===== src/rtl/rv_isa_pkg.sv =====
// RV64IM encoding constants, format codes and range helper
// shared by the instruction encoder slice.
package rv_isa_pkg;

    typedef enum logic [2:0] {
        FMT_R    = 3'd0,
        FMT_I    = 3'd1,
        FMT_ISH  = 3'd2,
        FMT_S    = 3'd3,
        FMT_SB   = 3'd4,
        FMT_U    = 3'd5,
        FMT_UJ   = 3'd6,
        FMT_RSVD = 3'd7
    } fmt_t;

    localparam logic [6:0] OP_LUI    = 7'b0110111;
    localparam logic [6:0] OP_AUIPC  = 7'b0010111;
    localparam logic [6:0] OP_JAL    = 7'b1101111;
    localparam logic [6:0] OP_JALR   = 7'b1100111;
    localparam logic [6:0] OP_BRANCH = 7'b1100011;
    localparam logic [6:0] OP_LOAD   = 7'b0000011;
    localparam logic [6:0] OP_STORE  = 7'b0100011;
    localparam logic [6:0] OP_IMM    = 7'b0010011;
    localparam logic [6:0] OP_IMM32  = 7'b0011011;
    localparam logic [6:0] OP_REG    = 7'b0110011;
    localparam logic [6:0] OP_REG32  = 7'b0111011;

    localparam logic [31:0] NOP = 32'h00000013;

    // True when v[31:lsb] are all copies of the sign bit.
    function automatic logic fits(logic [31:0] v, int unsigned lsb);
        logic [31:0] s;
        s = 32'($signed(v) >>> lsb);
        return (s == '0) || (s == '1);
    endfunction

endpackage


===== src/rtl/instr_encoder_if.sv =====
// Request / result handshake bundle for the instruction encoder.
// The master drives requests and accepts results.
interface instr_encoder_if;

    logic        in_valid;
    logic        in_ready;
    logic [2:0]  in_fmt;
    logic [6:0]  in_opcode;
    logic [2:0]  in_func3;
    logic [6:0]  in_func7;
    logic [4:0]  in_rd;
    logic [4:0]  in_rs1;
    logic [4:0]  in_rs2;
    logic [31:0] in_imm;
    logic [5:0]  in_shamt;
    logic        out_valid;
    logic        out_ready;
    logic [31:0] out_instr;
    logic        out_err;
    logic [31:0] instr_count;
    logic [15:0] err_count;

    modport master (
        output in_valid, in_fmt, in_opcode, in_func3,
        output in_func7, in_rd, in_rs1, in_rs2,
        output in_imm, in_shamt, out_ready,
        input  in_ready, out_valid, out_instr, out_err,
        input  instr_count, err_count
    );

    modport slave (
        input  in_valid, in_fmt, in_opcode, in_func3,
        input  in_func7, in_rd, in_rs1, in_rs2,
        input  in_imm, in_shamt, out_ready,
        output in_ready, out_valid, out_instr, out_err,
        output instr_count, err_count
    );

endinterface


===== src/rtl/instr_encoder_fifo2.sv =====
// Two-entry 33-bit synchronous FIFO with occupancy count
// and a registered not-full flag.
module enc_fifo2 (
    input  logic        clk,
    input  logic        rst_n,
    input  logic        wr_en,
    input  logic [32:0] wr_data,
    input  logic        rd_en,
    output logic [32:0] rd_data,
    output logic        not_full,
    output logic [1:0]  count
);

    logic [32:0] mem [2];
    logic        wptr;
    logic        rptr;
    logic        push;
    logic        pop;
    logic [1:0]  cnt_nxt;

    assign push    = wr_en && not_full;
    assign pop     = rd_en && (count != 2'd0);
    assign cnt_nxt = count + {1'b0, push} - {1'b0, pop};
    assign rd_data = (count != 2'd0) ? mem[rptr] : '0;

    always_ff @(posedge clk or negedge rst_n) begin
        if (!rst_n) begin
            mem[0]   <= '0;
            mem[1]   <= '0;
            wptr     <= 1'b0;
            rptr     <= 1'b0;
            count    <= 2'd0;
            not_full <= 1'b0;
        end else begin
            if (push) begin
                mem[wptr] <= wr_data;
                wptr      <= ~wptr;
            end
            if (pop) begin
                rptr <= ~rptr;
            end
            count    <= cnt_nxt;
            not_full <= (cnt_nxt != 2'd2);
        end
    end

endmodule


===== src/rtl/instr_encoder.sv =====
// Packs decoded RV64IM fields into 32-bit words, flags illegal
// requests, queues results and counts delivered words.
module instr_encoder
    import rv_isa_pkg::*;
(
    input  logic            clk,
    input  logic            rst_n,
    instr_encoder_if.slave  bus
);

    fmt_t        fmt;
    logic [31:0] imm;
    logic [6:0]  op;
    logic [2:0]  f3;
    logic [4:0]  rd;
    logic [4:0]  rs1;
    logic [4:0]  rs2;
    logic [31:0] word;
    logic        err;
    logic        accept;
    logic        pop;
    logic        not_full;
    logic [1:0]  count;
    logic [32:0] head;

    assign fmt = fmt_t'(bus.in_fmt);
    assign imm = bus.in_imm;
    assign op  = bus.in_opcode;
    assign f3  = bus.in_func3;
    assign rd  = bus.in_rd;
    assign rs1 = bus.in_rs1;
    assign rs2 = bus.in_rs2;

    always_comb begin
        word = '0;
        err  = 1'b0;
        unique case (1'b1)
            fmt == FMT_R: begin
                word = {bus.in_func7, rs2, rs1, f3, rd, op};
            end
            fmt == FMT_I: begin
                word = {imm[11:0], rs1, f3, rd, op};
                err  = !fits(imm, 11);
            end
            fmt == FMT_ISH: begin
                word = {bus.in_func7[6:1], bus.in_shamt,
                        rs1, f3, rd, op};
                err  = (op == OP_IMM32) && bus.in_shamt[5];
            end
            fmt == FMT_S: begin
                word = {imm[11:5], rs2, rs1, f3, imm[4:0], op};
                err  = !fits(imm, 11);
            end
            fmt == FMT_SB: begin
                word = {imm[12], imm[10:5], rs2, rs1, f3,
                        imm[4:1], imm[11], op};
                err  = !fits(imm, 12) || imm[0];
            end
            fmt == FMT_U: begin
                word = {imm[31:12], rd, op};
                err  = (imm[11:0] != 12'h0);
            end
            fmt == FMT_UJ: begin
                word = {imm[20], imm[10:1], imm[11],
                        imm[19:12], rd, op};
                err  = !fits(imm, 20) || imm[0];
            end
            default: begin
                err = 1'b1;
            end
        endcase
        // Illegal requests still occupy a slot, but carry no word.
        if (err) begin
            word = '0;
        end
    end

    assign accept = bus.in_valid && not_full;
    assign pop    = bus.out_valid && bus.out_ready;

    enc_fifo2 u_fifo (
        .clk      (clk),
        .rst_n    (rst_n),
        .wr_en    (accept),
        .wr_data  ({err, word}),
        .rd_en    (pop),
        .rd_data  (head),
        .not_full (not_full),
        .count    (count)
    );

    assign bus.in_ready  = not_full;
    assign bus.out_valid = (count != 2'd0);
    assign bus.out_err   = head[32];
    assign bus.out_instr = head[31:0];

    always_ff @(posedge clk or negedge rst_n) begin
        if (!rst_n) begin
            bus.instr_count <= '0;
            bus.err_count   <= '0;
        end else if (pop) begin
            if (!head[32]) begin
                bus.instr_count <= bus.instr_count + 32'd1;
            end else if (bus.err_count != 16'hFFFF) begin
                bus.err_count <= bus.err_count + 16'd1;
            end
        end
    end

endmodule


===== src/flat_wrapper.sv =====
// flat-port wrapper written by rule: the top's interface ports become plain ports
module instr_encoder_flat import rv_isa_pkg::*;
  (clk, rst_n, bus_in_valid, bus_in_fmt, bus_in_opcode, bus_in_func3, bus_in_func7, bus_in_rd, bus_in_rs1, bus_in_rs2, bus_in_imm, bus_in_shamt, bus_out_ready, bus_in_ready, bus_out_valid, bus_out_instr, bus_out_err, bus_instr_count, bus_err_count);
  instr_encoder_if bus_i ();
  input  logic clk;
  input  logic rst_n;
  input wire logic [$bits(bus_i.in_valid)-1:0] bus_in_valid;
  input wire logic [$bits(bus_i.in_fmt)-1:0] bus_in_fmt;
  input wire logic [$bits(bus_i.in_opcode)-1:0] bus_in_opcode;
  input wire logic [$bits(bus_i.in_func3)-1:0] bus_in_func3;
  input wire logic [$bits(bus_i.in_func7)-1:0] bus_in_func7;
  input wire logic [$bits(bus_i.in_rd)-1:0] bus_in_rd;
  input wire logic [$bits(bus_i.in_rs1)-1:0] bus_in_rs1;
  input wire logic [$bits(bus_i.in_rs2)-1:0] bus_in_rs2;
  input wire logic [$bits(bus_i.in_imm)-1:0] bus_in_imm;
  input wire logic [$bits(bus_i.in_shamt)-1:0] bus_in_shamt;
  input wire logic [$bits(bus_i.out_ready)-1:0] bus_out_ready;
  output wire logic [$bits(bus_i.in_ready)-1:0] bus_in_ready;
  output wire logic [$bits(bus_i.out_valid)-1:0] bus_out_valid;
  output wire logic [$bits(bus_i.out_instr)-1:0] bus_out_instr;
  output wire logic [$bits(bus_i.out_err)-1:0] bus_out_err;
  output wire logic [$bits(bus_i.instr_count)-1:0] bus_instr_count;
  output wire logic [$bits(bus_i.err_count)-1:0] bus_err_count;
  assign bus_i.in_valid = bus_in_valid;
  assign bus_i.in_fmt = bus_in_fmt;
  assign bus_i.in_opcode = bus_in_opcode;
  assign bus_i.in_func3 = bus_in_func3;
  assign bus_i.in_func7 = bus_in_func7;
  assign bus_i.in_rd = bus_in_rd;
  assign bus_i.in_rs1 = bus_in_rs1;
  assign bus_i.in_rs2 = bus_in_rs2;
  assign bus_i.in_imm = bus_in_imm;
  assign bus_i.in_shamt = bus_in_shamt;
  assign bus_i.out_ready = bus_out_ready;
  assign bus_in_ready = bus_i.in_ready;
  assign bus_out_valid = bus_i.out_valid;
  assign bus_out_instr = bus_i.out_instr;
  assign bus_out_err = bus_i.out_err;
  assign bus_instr_count = bus_i.instr_count;
  assign bus_err_count = bus_i.err_count;
  instr_encoder u_core (.clk(clk), .rst_n(rst_n), .bus(bus_i));
endmodule

===== config.mk =====
export PLATFORM = sky130hd
export DESIGN_NAME = instr_encoder_flat
export DESIGN_NICKNAME = d
export VERILOG_FILES = /design/src/rtl/rv_isa_pkg.sv /design/src/rtl/instr_encoder_if.sv /design/src/rtl/instr_encoder_fifo2.sv /design/src/rtl/instr_encoder.sv /design/src/flat_wrapper.sv
export SDC_FILE = /design/constraint.sdc
export NUM_CORES = 1
export LEC_CHECK = 0
export CAP_MARGIN = 20
export CORE_MARGIN = 2
export CORE_UTILIZATION = 45
export DETAILED_ROUTE_END_ITERATION = 8
export HOLD_SLACK_MARGIN = 0.02
export PLACE_DENSITY = 0.79
export REMOVE_ABC_BUFFERS = 1
export SKIP_LAST_GASP = 1
export SYNTH_ARGS = -nofsm -noshare
export SYNTH_HDL_FRONTEND = slang
export SYNTH_HIERARCHICAL = 1
export SYNTH_SLANG_ARGS = --single-unit

===== constraint.sdc =====
create_clock -name clk -period 2.6 [get_ports clk]
set_input_delay 0.52 -clock clk [delete_from_list [all_inputs] [get_ports clk]]
set_output_delay 0.52 -clock clk [all_outputs]
set_load 0.05 [all_outputs]

==> results of run 1 <==
==> power groups by stage <==
stage          registers [uW]  logic [uW]  clock network [uW]
6_report                 2810        4350                2370
5_1_grt                  2880        4560                2500
4_1_cts                  2810        4300                2410
3_5_place_dp             2820        4300                   0
3_3_place_gp             2780        4190                   0
2_1_floorplan            3050        2600                   0
==> cells by family (layout without fill, tap and decap cells) <==
kind of cell               count (synthesis)  after routing  share of synthesized area [%]
AOI/OAI and AO/OA                         73             74                           8.13
buffers and inverters                     39            268                           3.26
xor gates and xnor gates                  50             50                           6.68
adders and majority gates                  4              4                          0.763
and+or+nand+nor                          192            192                           15.5
DFF                                      119            119                           45.4
muxes                                    112            112                           20.3
==> final cells by class <==
| class | instances | area, sq um |
|---|---|---|
| clock buffer | 20 | 457 |
| inverter | 8 | 30.0 |
| timing repair buffer | 228 | 2130 |
| multi-input combinational | 432 | 3610 |
| sequential | 119 | 2980 |
| tap | 184 | 230 |
| fill | 1067 | 4790 |
| clock inverter | 12 | 141 |
==> repair_timing <==
action                                 in CTS  in global routing
gates cloned                                0                  2
resized for setup                          12                 49
endpoints found under the hold margin      16                  0
pin swaps                                   1                  4
hold buffers                                1                  0
setup endpoints to repair                  61                 64
==> sequential cells by signal, indices dropped and copies added, names as in the netlist <==
signal,cells
u_core/u_fifo/rptr,1
u_core/u_fifo/count,2
u_core/u_fifo/not_full,1
u_core/bus.err_count,16
u_core/bus.instr_count,32
u_core/u_fifo/mem,66
u_core/u_fifo/wptr,1
==> placed cells by master, fill, tap and decap left out, types with 14 or more instances in the layout <==
cell             synthesis  final
xor2_1                  14     14
clkdlybuf4s50_1          0    125
nand4_1                 16     16
clkbuf_16                0     18
xnor2_1                 36     36
mux2_4                  32     33
a22oi_1                 15     15
mux2i_1                 41     41
a21oi_1                 18     18
nand2_1                 28     28
dfrtp_1                119    118
mux2_2                  39     38
nor2_1                  55     54
buf_4                    3     86
a221oi_1                14     14
nor3_2                   0     16
==> metal layers <==
layer  vias up  part of all wire [%]  track usage [%]
met4         0                   2.7             10.4
li1       2607                     -                -
met1      2862                    42             30.0
met3        42                   4.7             4.68
met5         -                     0                0
met2       187                    50             39.3
==> critical path, cell delays in order <==
cell             delay (ns)
clkdlybuf4s50_1        0.43
or4_4                  0.59
nor3_4                 0.18
a32oi_2                0.09
a311o_2                0.52
buf_4                  0.22
nor3_1                 0.24
mux2_2                 0.19
==> worst max path at each step <==
stage / startpoint / to / slack (ns)
after global placement: bus_in_imm[16] / u_core/u_fifo/mem[31] / -0.55
after global routing: bus_in_imm[24] / u_core/u_fifo/mem[12] / -0.09
after floorplan: u_core/u_fifo/rptr / u_core/bus.err_count[15] / -0.97
after CTS: bus_in_imm[16] / u_core/u_fifo/mem[2] / -0.007
final: bus_in_imm[16] / u_core/u_fifo/mem[12] / -0.04
after detailed placement: bus_in_imm[16] / u_core/u_fifo/mem[31] / -0.69
==> stage by stage <==
stage / hold slack (ns) / instance area [sq um]
after global placement: 0.404 / 8670
final: 0.472 / 9580
after floorplan: 0.224 / 6370
after detailed placement: 0.408 / 8670
after global routing: 0.510 / 9580
after CTS: 0.479 / 9310
==> results.md, run 1 <==
* Status: finished with violations
* Failing checks: negative setup slack
* Synth Warn # at 6
* Fin util at 66.6%
* CTS tree: yes
* Proportion of layout cells with a drive suffix above 1 at 29.3%
* Clock Latency Late Sink at 0.42 ns
* DRC at 0
* Count leader, synth: dfrtp_1
* Worst hold path type: flip-flop to flip-flop
* Seq/Total Area, Yosys at 45.4%
* Max clock buf depth at 2
* Root Buffer: clkbuf_16
* Switching fraction of total power at 40.7%
* Comb power frac at 45.6%
* Max-Cap Viols at 0
* WP data arrival at 2.99 ns
* Fin cells at 1003
* Mapped Area at 6560 sq um
* Clock network power share at 24.9%
* Ys flop type: dfrtp_1
* Pre-antenna DRT Iters at 4
* Fin nets at 887
* FF+latch count, synth at 119
* Endpoints failing setup at 8
* DR vias/cell at 5.68
* Cell area power density at 996 nW/um^2
* Final hold viol count at 0
* Largest net degree at the start of global routing at 69
* Dpl ws at -0.685 ns
* Minimum clock period at 2.64 ns
* Placed instance count at 968
* TNS Setup at -0.107 ns
* Ranking of synthesized cells by area: dfrtp_1 (45%), mux2_4 (7.3%), mux2_2 (6.7%)
* Vias after detailed routing at 5698
* Detailed placement HPWL at 13300 um
* Distinct cells, synth at 50
* Number of global-route vias before repair at 6043
* First-pass GRT wire length at 30000 um
* Row count at 44
* CORE AREA at 14400 sq um
* Area leader, netlist: dfrtp_1
* Leakage at 0.00447 uW
* Reg-to-Reg Start: u_core/u_fifo/count[1]
* Post-Route WL at 18800 um
* Avg WL per Cell at 18.8 um
* Mapped Cells at 589
* # diodes at 0
* Slack of the critical path at -0.0425 ns
* Area Overhead vs Synth at 46.0%
* Routability Congestion at 0.939
* Worst R2R Path Depth at 9
* Reg2reg setup slack at 0.34 ns
* Setup repair bufs after CTS at 0
* CP Launch Type: input port
* Async set-reset flop share out of synthesis at 100%
* Period utilization at 102%
* Critical path type: input port to flip-flop
* Total power at 9540 uW
* Min-delay src: u_core/bus.instr_count[31]
* Die Wd at 125 um
* Worst EP required at 2.95 ns
* Skew final at 0.0112 ns
* Yosys top cell area share at 45.4%
* Sw Pwr at 3880 uW
* TritonCTS Sinks at 119
* Slew HR at 49.8%
* Worst VDD drop at 0.759 mV
* Synth cell count leaders: dfrtp_1 (119), nor2_1 (55), mux2i_1 (41)
* Number of buffers created by CTS at 17
* RSZ-0062 raised after global routing: yes
* Seq pwr share at 29.5%
* Post-synth EDFFs at 0
* Die height at 125 um
* Initial DRC Count at 361
* Die area at 15600 sq um
* Hold Crit Endpoint: u_core/bus.instr_count[31]
* Starting Density at 45.6%
* Gr usage total at 23.6%
* H-tree levels at 4
* Initial antenna violation count at 0
* Critical path endpoint category: flip-flop
* Post-route ant nets at 0
* PortBufs at 159
* Worst-path clk slew at 0.06 ns
* Fmax at 0.378 GHz
* Max-slew violation count at 0
* Pint at 5660 uW
* Worst Hold Path Cells at 1
* Crit Path Max Fanout at 8
* Io pins at 160
* Mean cell area of the mapped netlist at 11.1 sq um
* R2R Path End: u_core/u_fifo/not_full
* Worst slew pin tran at 0.751 ns
* GRT overflow at 0
Note: power is estimated with default switching activity, not from simulation.
==> run 2, diff against run 1 <==
--- a/config.mk
+++ b/config.mk
@@ -6,13 +6,14 @@
 export NUM_CORES = 1
 export LEC_CHECK = 0
 export CAP_MARGIN = 20
-export CORE_MARGIN = 2
 export CORE_UTILIZATION = 45
 export DETAILED_ROUTE_END_ITERATION = 8
 export HOLD_SLACK_MARGIN = 0.02
 export PLACE_DENSITY = 0.79
 export REMOVE_ABC_BUFFERS = 1
+export SKIP_CTS_REPAIR_TIMING = 1
 export SKIP_LAST_GASP = 1
+export SLEW_MARGIN = 0
 export SYNTH_ARGS = -nofsm -noshare
 export SYNTH_HDL_FRONTEND = slang
 export SYNTH_HIERARCHICAL = 1
==> results.md, run 2 (synthesized netlist as in run 1, its figures left out) <==
* Pre-antenna DRT Iters at 5 (was 4)
* Minimum clock period at 2.58 ns (was 2.64 ns)
* Proportion of layout cells with a drive suffix above 1 at 28.4% (was 29.3%)
* Endpoints failing setup at 0 (was 8)
* Die area at 15100 sq um (was 15600 sq um)
* Period utilization at 99.3% (was 102%)
* Fmax at 0.387 GHz (was 0.378 GHz)
* Max clock buf depth at 2 (unchanged)
* Fin nets at 892 (was 887)
* DRC at 0 (unchanged)
* Row count at 43 (was 44)
* Die Wd at 123 um (was 125 um)
* Status: completed (was finished with violations)
* Max-slew violation count at 0 (unchanged)
* Seq pwr share at 29.4% (was 29.5%)
* Leakage at 0.00443 uW (was 0.00447 uW)
* GRT overflow at 0 (unchanged)
* Number of global-route vias before repair at 5737 (was 6043)
* # diodes at 0 (unchanged)
* Placed instance count at 969 (was 968)
* Number of buffers created by CTS at 17 (unchanged)
* Area Overhead vs Synth at 44.3% (was 46.0%)
* Crit-path cells: clkdlybuf4s50_1, nand4_1, nor3_2, buf_4, a32oi_2, a311o_2, buf_6, or2_1, mux2_2 (was clkdlybuf4s50_1, or4_4, nor3_4, a32oi_2, a311o_2, buf_4, nor3_1, mux2_2)
* Die height at 123 um (was 125 um)
* Vias after detailed routing at 5596 (was 5698)
* Root Buffer: clkbuf_16 (unchanged)
* Skew final at 0.00873 ns (was 0.0112 ns)
* CP Launch Type: input port (unchanged)
* Switching fraction of total power at 40.4% (was 40.7%)
* CORE AREA at 14000 sq um (was 14400 sq um)
* Total power at 9430 uW (was 9540 uW)
* Gr usage total at 24.8% (was 23.6%)
* Cell area power density at 996 nW/um^2 (about the same)
* Max-Cap Viols at 0 (unchanged)
* Critical path endpoint category: flip-flop (unchanged)
* Final hold viol count at 0 (unchanged)
* First-pass GRT wire length at 29000 um (was 30000 um)
* Fin cells at 1004 (was 1003)
* Initial antenna violation count at 0 (unchanged)
* DR vias/cell at 5.57 (was 5.68)
* Max reg flops at 66 (unchanged)
* Worst EP required at 2.89 ns (was 2.95 ns)
* PortBufs at 159 (unchanged)
* Starting Density at 46.7% (was 45.6%)
* Worst hold path type: input port to asynchronous set/reset pin (was flip-flop to flip-flop)
* Post-Route WL at 18700 um (was 18800 um)
* Critical path type: input port to flip-flop (unchanged)
* Fill cells at 1020 (was 1067)
* Avg WL per Cell at 18.6 um (was 18.8 um)
* Worst-path clk slew at 0.05 ns (was 0.06 ns)
* Crit Path Max Fanout at 6 (was 8)
* Largest register by flop count: u_core/u_fifo/mem (unchanged)
* Clock network power share at 24.7% (was 24.9%)
* Commonest non-fill, non-tap cell in the layout: clkdlybuf4s50_1 (unchanged)
* Most frequent cells in the layout: clkdlybuf4s50_1 (121), dfrtp_1 (118), buf_4 (99), nor2_1 (54), mux2i_1 (41) (was clkdlybuf4s50_1 (125), dfrtp_1 (118), buf_4 (86), nor2_1 (54), mux2i_1 (41))
* TritonCTS Sinks at 119 (unchanged)
* CP max-delay cell: clkdlybuf4s50_1 (was or4_4)
* Routability Congestion at 0.951 (was 0.939)
* Io pins at 160 (unchanged)
* Biggest regs: u_core/u_fifo/mem x66, u_core/bus.instr_count x32, u_core/bus.err_count x16 (unchanged)
* Slew HR at 59.6% (was 49.8%)
* Worst slew pin tran at 0.607 ns (was 0.751 ns)
* Worst VDD drop at 0.693 mV (was 0.759 mV)
* Sw Pwr at 3810 uW (was 3880 uW)
* Crit-path max cell delay at 0.53 ns (was 0.59 ns)
* WP data arrival at 2.87 ns (was 2.99 ns)
* H-tree levels at 4 (unchanged)
* Comb power frac at 46.0% (was 45.6%)
* Post-route ant nets at 0 (unchanged)
* CTS tree: yes (unchanged)
* Initial DRC Count at 340 (was 361)
* Detailed placement HPWL at 13300 um (about the same)
* Largest net degree at the start of global routing at 46 (was 69)
* Clock Latency Late Sink at 0.41 ns (was 0.42 ns)
* Pint at 5620 uW (was 5660 uW)
-- run 2: cell count changes in the layout (fill, tap and decap cells not counted), moves of 4 or more --
cell / before / now
nor3b_2: 7 / 2
clkdlybuf4s50_1: 125 / 121
dlygate4sd2_1: 5 / 0
nor3_1: 5 / 18
nor3_2: 16 / 5
nor3b_1: 2 / 7
buf_4: 86 / 99
-- run 2: path summary, 6_finish.rpt --
check                                            from                         end  slack (ns)  cells past startpoint
max in group asynchronous                       rst_n       u_core/u_fifo/mem[18]        1.86                      2
hold reg to reg            u_core/bus.instr_count[31]  u_core/bus.instr_count[31]        0.48                      1
hold / removal                                  rst_n     u_core/bus.err_count[6]        0.04                      1
setup / recovery                       bus_in_imm[26]       u_core/u_fifo/mem[32]        0.02                      9
setup reg to reg               u_core/u_fifo/count[1]      u_core/u_fifo/not_full        0.35                      9
min in group clk           u_core/bus.instr_count[31]  u_core/bus.instr_count[31]        0.48                      1
-- run 2: power groups by stage --
stage | clock [uW] | sequential [uW] | combinational (uW)
floorplan | 0 | 3050 | 2600
global placement | 0 | 2750 | 4210
detailed placement | 0 | 2780 | 4290
CTS | 2360 | 2760 | 4310
global route | 2450 | 2830 | 4560
finish | 2330 | 2770 | 4330
-- run 2: area by class of cell --
class                           instances  area, sq um  share of cell area [%]
Clock buffer                           20          447                    4.72
Clock inverter                         12          143                    1.51
Inverter                                8         30.0                   0.317
Multi-Input combinational cell        432         3500                    37.0
Sequential cell                       119         2980                    31.5
Tap cell                              180          225                    2.38
Timing Repair Buffer                  233         2140                    22.6
-- run 2: worst max-delay path: cells and delay by family --
| family | cells | cell delay [ns] |
|---|---|---|
| compound gates | 2 | 0.61 |
| buf+inv | 3 | 0.86 |
| simple gates | 3 | 0.61 |
| mux | 1 | 0.26 |
-- run 2: layer usage --
layer / wire length (um) / global-route usage (%) / up-vias / share of wire [%]
met5: 0 / 0 / - / 0
met4: 427 / 10.1 / 0 / 2.3
met3: 852 / 3.30 / 32 / 4.6
met2: 9290 / 41.7 / 191 / 50
met1: 8090 / 32.0 / 2767 / 43
li1: - / - / 2606 / -
-- run 2: metrics by stage --
stage	hold slack, ns	setup WS, ns	util [%]	area (sq um)	setup TNS, ns
global route	0.0480	-0.0194	67.4	9460	-0.137
finish	0.0393	0.0173	67.4	9460	0
global placement	0.461	-0.552	62.0	8700	-31.93
detailed placement	0.469	-0.648	62.0	8700	-33.79
CTS	0.0355	-0.289	66.2	9290	-9.01
floorplan	0.224	-0.966	-	6370	-30.35
==> run 3, diff against run 2 <==
--- a/config.mk
+++ b/config.mk
@@ -6,13 +6,13 @@
 export NUM_CORES = 1
 export LEC_CHECK = 0
 export CAP_MARGIN = 20
+export CORE_MARGIN = 4
 export CORE_UTILIZATION = 45
 export DETAILED_ROUTE_END_ITERATION = 8
 export HOLD_SLACK_MARGIN = 0.02
 export PLACE_DENSITY = 0.79
 export REMOVE_ABC_BUFFERS = 1
 export SKIP_CTS_REPAIR_TIMING = 1
-export SKIP_LAST_GASP = 1
 export SLEW_MARGIN = 0
 export SYNTH_ARGS = -nofsm -noshare
 export SYNTH_HDL_FRONTEND = slang
==> results.md, run 3 (synthesized netlist as in run 1, its figures left out) <==
* Status: finished with violations (was completed)
* Failing checks: negative setup slack
* Endpoints failing setup at 1 (was 0)
* Final hold viol count at 0 (unchanged)
* Number of global-route vias before repair at 5927 (was 5737)
* Post-placement cell area at 9020 sq um (was 8700 sq um)
* Seq. cell area at 2980 sq um (unchanged)
* Worst slew pin tran at 0.668 ns (was 0.607 ns)
* TNS Setup at -0.000820 ns (was 0 ns)
* Detailed placement HPWL at 13800 um (was 13300 um)
* Io pins at 160 (unchanged)
* Reg-to-Reg Start: u_core/u_fifo/count[1] (unchanged)
* GRT overflow at 0 (unchanged)
* Initial DRC Count at 442 (was 340)
* Critical path endpoint category: flip-flop (unchanged)
* CP Launch Type: input port (unchanged)
* Worst EP required at 2.96 ns (was 2.89 ns)
* DRC at 0 (unchanged)
* Leakage at 0.00448 uW (was 0.00443 uW)
* Worst-path clk slew at 0.06 ns (was 0.05 ns)
* Worst hold path type: input port to asynchronous set/reset pin (unchanged)
* # diodes at 0 (unchanged)
* Routability Congestion at 0.948 (was 0.951)
* Max reg flops at 66 (unchanged)
* Proportion of layout cells with a drive suffix above 1 at 28.6% (was 28.4%)
* Biggest regs: u_core/u_fifo/mem x66, u_core/bus.instr_count x32, u_core/bus.err_count x16 (unchanged)
* Pre-antenna DRT Iters at 8 (was 5)
* Skew final at 0.0187 ns (was 0.00873 ns)
* Die area at 16600 sq um (was 15100 sq um)
* Number of buffers created by CTS at 17 (unchanged)
* Max-Cap Viols at 0 (unchanged)
* Max-slew violation count at 0 (unchanged)
* WP data arrival at 2.96 ns (was 2.87 ns)
* Die height at 129 um (was 123 um)
* Slew HR at 55.4% (was 59.6%)
* TritonCTS Sinks at 119 (unchanged)
* Max clock buf depth at 2 (unchanged)
* H-tree levels at 4 (unchanged)
* Worst VDD drop at 0.787 mV (was 0.693 mV)
* Avg WL per Cell at 19.5 um (was 18.6 um)
* CTS tree: yes (unchanged)
* Commonest non-fill, non-tap cell in the layout: clkdlybuf4s50_1 (unchanged)
* Largest register by flop count: u_core/u_fifo/mem (unchanged)
* DR vias/cell at 5.72 (was 5.57)
* PortBufs at 159 (unchanged)
* Crit Path Max Fanout at 5 (was 6)
* Post-Route WL at 19400 um (was 18700 um)
* Area of the multi-input gates at 3530 sq um (was 3500 sq um)
* Cell area power density at 1050 nW/um^2 (was 996 nW/um^2)
* Slack of the critical path at -0.000820 ns (was 0.0173 ns)
* Start point of the critical path: bus_in_imm[13] (was bus_in_imm[26])
* Cell area after layout at 9830 sq um (was 9460 sq um)
* Row count at 43 (unchanged)
* Post-route ant nets at 0 (unchanged)
* First-pass GRT wire length at 30300 um (was 29000 um)
* Post-Route Hold Slack at 0.128 ns (was 0.0393 ns)
* Critical path type: input port to flip-flop (unchanged)
* Initial antenna violation count at 0 (unchanged)
* Starting Density at 46.5% (was 46.7%)
* Dpl ws at -0.637 ns (was -0.648 ns)
* Vias after detailed routing at 5689 (was 5596)
* Die Wd at 129 um (was 123 um)
* Minimum clock period at 2.60 ns (was 2.58 ns)
* CP max-delay cell: or4_4 (was clkdlybuf4s50_1)
* Period utilization at 100% (was 99.3%)
* Clock Latency Late Sink at 0.42 ns (was 0.41 ns)
* Fill cells at 1011 (was 1020)
* Crit-path cells: clkdlybuf4s50_1, or4_4, nor3_4, a32oi_2, a311o_2, buf_4, a2111oi_4, mux2_4 (was clkdlybuf4s50_1, nand4_1, nor3_2, buf_4, a32oi_2, a311o_2, buf_6, or2_1, mux2_2)
* Gr usage total at 23.0% (was 24.8%)
* Largest net degree at the start of global routing at 54 (was 46)
* Crit-path max cell delay at 0.55 ns (was 0.53 ns)
* Fin nets at 883 (was 892)
* Fmax at 0.384 GHz (was 0.387 GHz)
* Most frequent cells in the layout: clkdlybuf4s50_1 (124), dfrtp_1 (118), buf_4 (64), nor2_1 (54), mux2i_1 (41) (was clkdlybuf4s50_1 (121), dfrtp_1 (118), buf_4 (99), nor2_1 (54), mux2i_1 (41))
* CORE AREA at 14100 sq um (was 14000 sq um)
* Root Buffer: clkbuf_16 (unchanged)
* Area Overhead vs Synth at 49.9% (was 44.3%)
run 3: cell types whose count changed in the layout (fill, tap and decap cells not counted), sizes merged:
cell	delta
buf	-8
dlymetal6s2s	-4
inv	-4
clkdlybuf4s50	+3
clkinv	+3
bufinv	+2
clkinvlp	-1
run 3: worst paths after layout:
| check | endpoint | slack, ns | depth (start not counted) |
|---|---|---|---|
| worst max-delay path | u_core/u_fifo/mem[28] | -0.0008 | 8 |
| worst min-delay path | u_core/u_fifo/mem[13] | 0.13 | 1 |
| min in group clk | u_core/bus.instr_count[31] | 0.47 | 1 |
| worst min register to register | u_core/bus.instr_count[31] | 0.47 | 1 |
| max in group asynchronous | u_core/u_fifo/mem[58] | 1.72 | 2 |
| worst max register to register | u_core/u_fifo/not_full | 0.39 | 9 |
run 3: worst max-delay path, delay by kind of cell:
family                 cells  cell delay, ns
buffers and inverters      2            0.63
and+or+nand+nor            2            0.73
AOI/OAI and AO/OA          3            0.86
muxes                      1            0.22
run 3: area by class of cell:
class                   count  area share, %
clock inverters            12           1.78
repair buffers            224           24.8
flip-flops and latches    119           30.3
inverters                   8          0.306
clock buffers              20           4.65
well taps                 180           2.29
multi-input cells         432           35.9
run 3: through the flow:
stage / util (%) / std cells / total power, uW
after detailed placement: 64.0 / 960 / 7830
after global routing: 69.7 / 995 / 10800
final: 69.7 / 995 / 10400
after CTS: 68.5 / 992 / 10400
after floorplan: - / 558 / 5650
after global placement: 64.0 / 960 / 7680
run 3: power by group:
| part | total, uW | internal [uW] | switching, uW |
|---|---|---|---|
| sequential | 2770 | 2390 | 381 |
| clock | 2500 | 1650 | 846 |
| combinational | 5090 | 2370 | 2720 |
run 3: per-layer routing:
metal  share of wire [%]  vias up  track usage, %
met2                  52      211            39.8
li1                    -     2580               -
met4                 2.8        0            10.2
met5                   0        -               0
met1                  41     2855            28.0
met3                 4.8       43            4.32
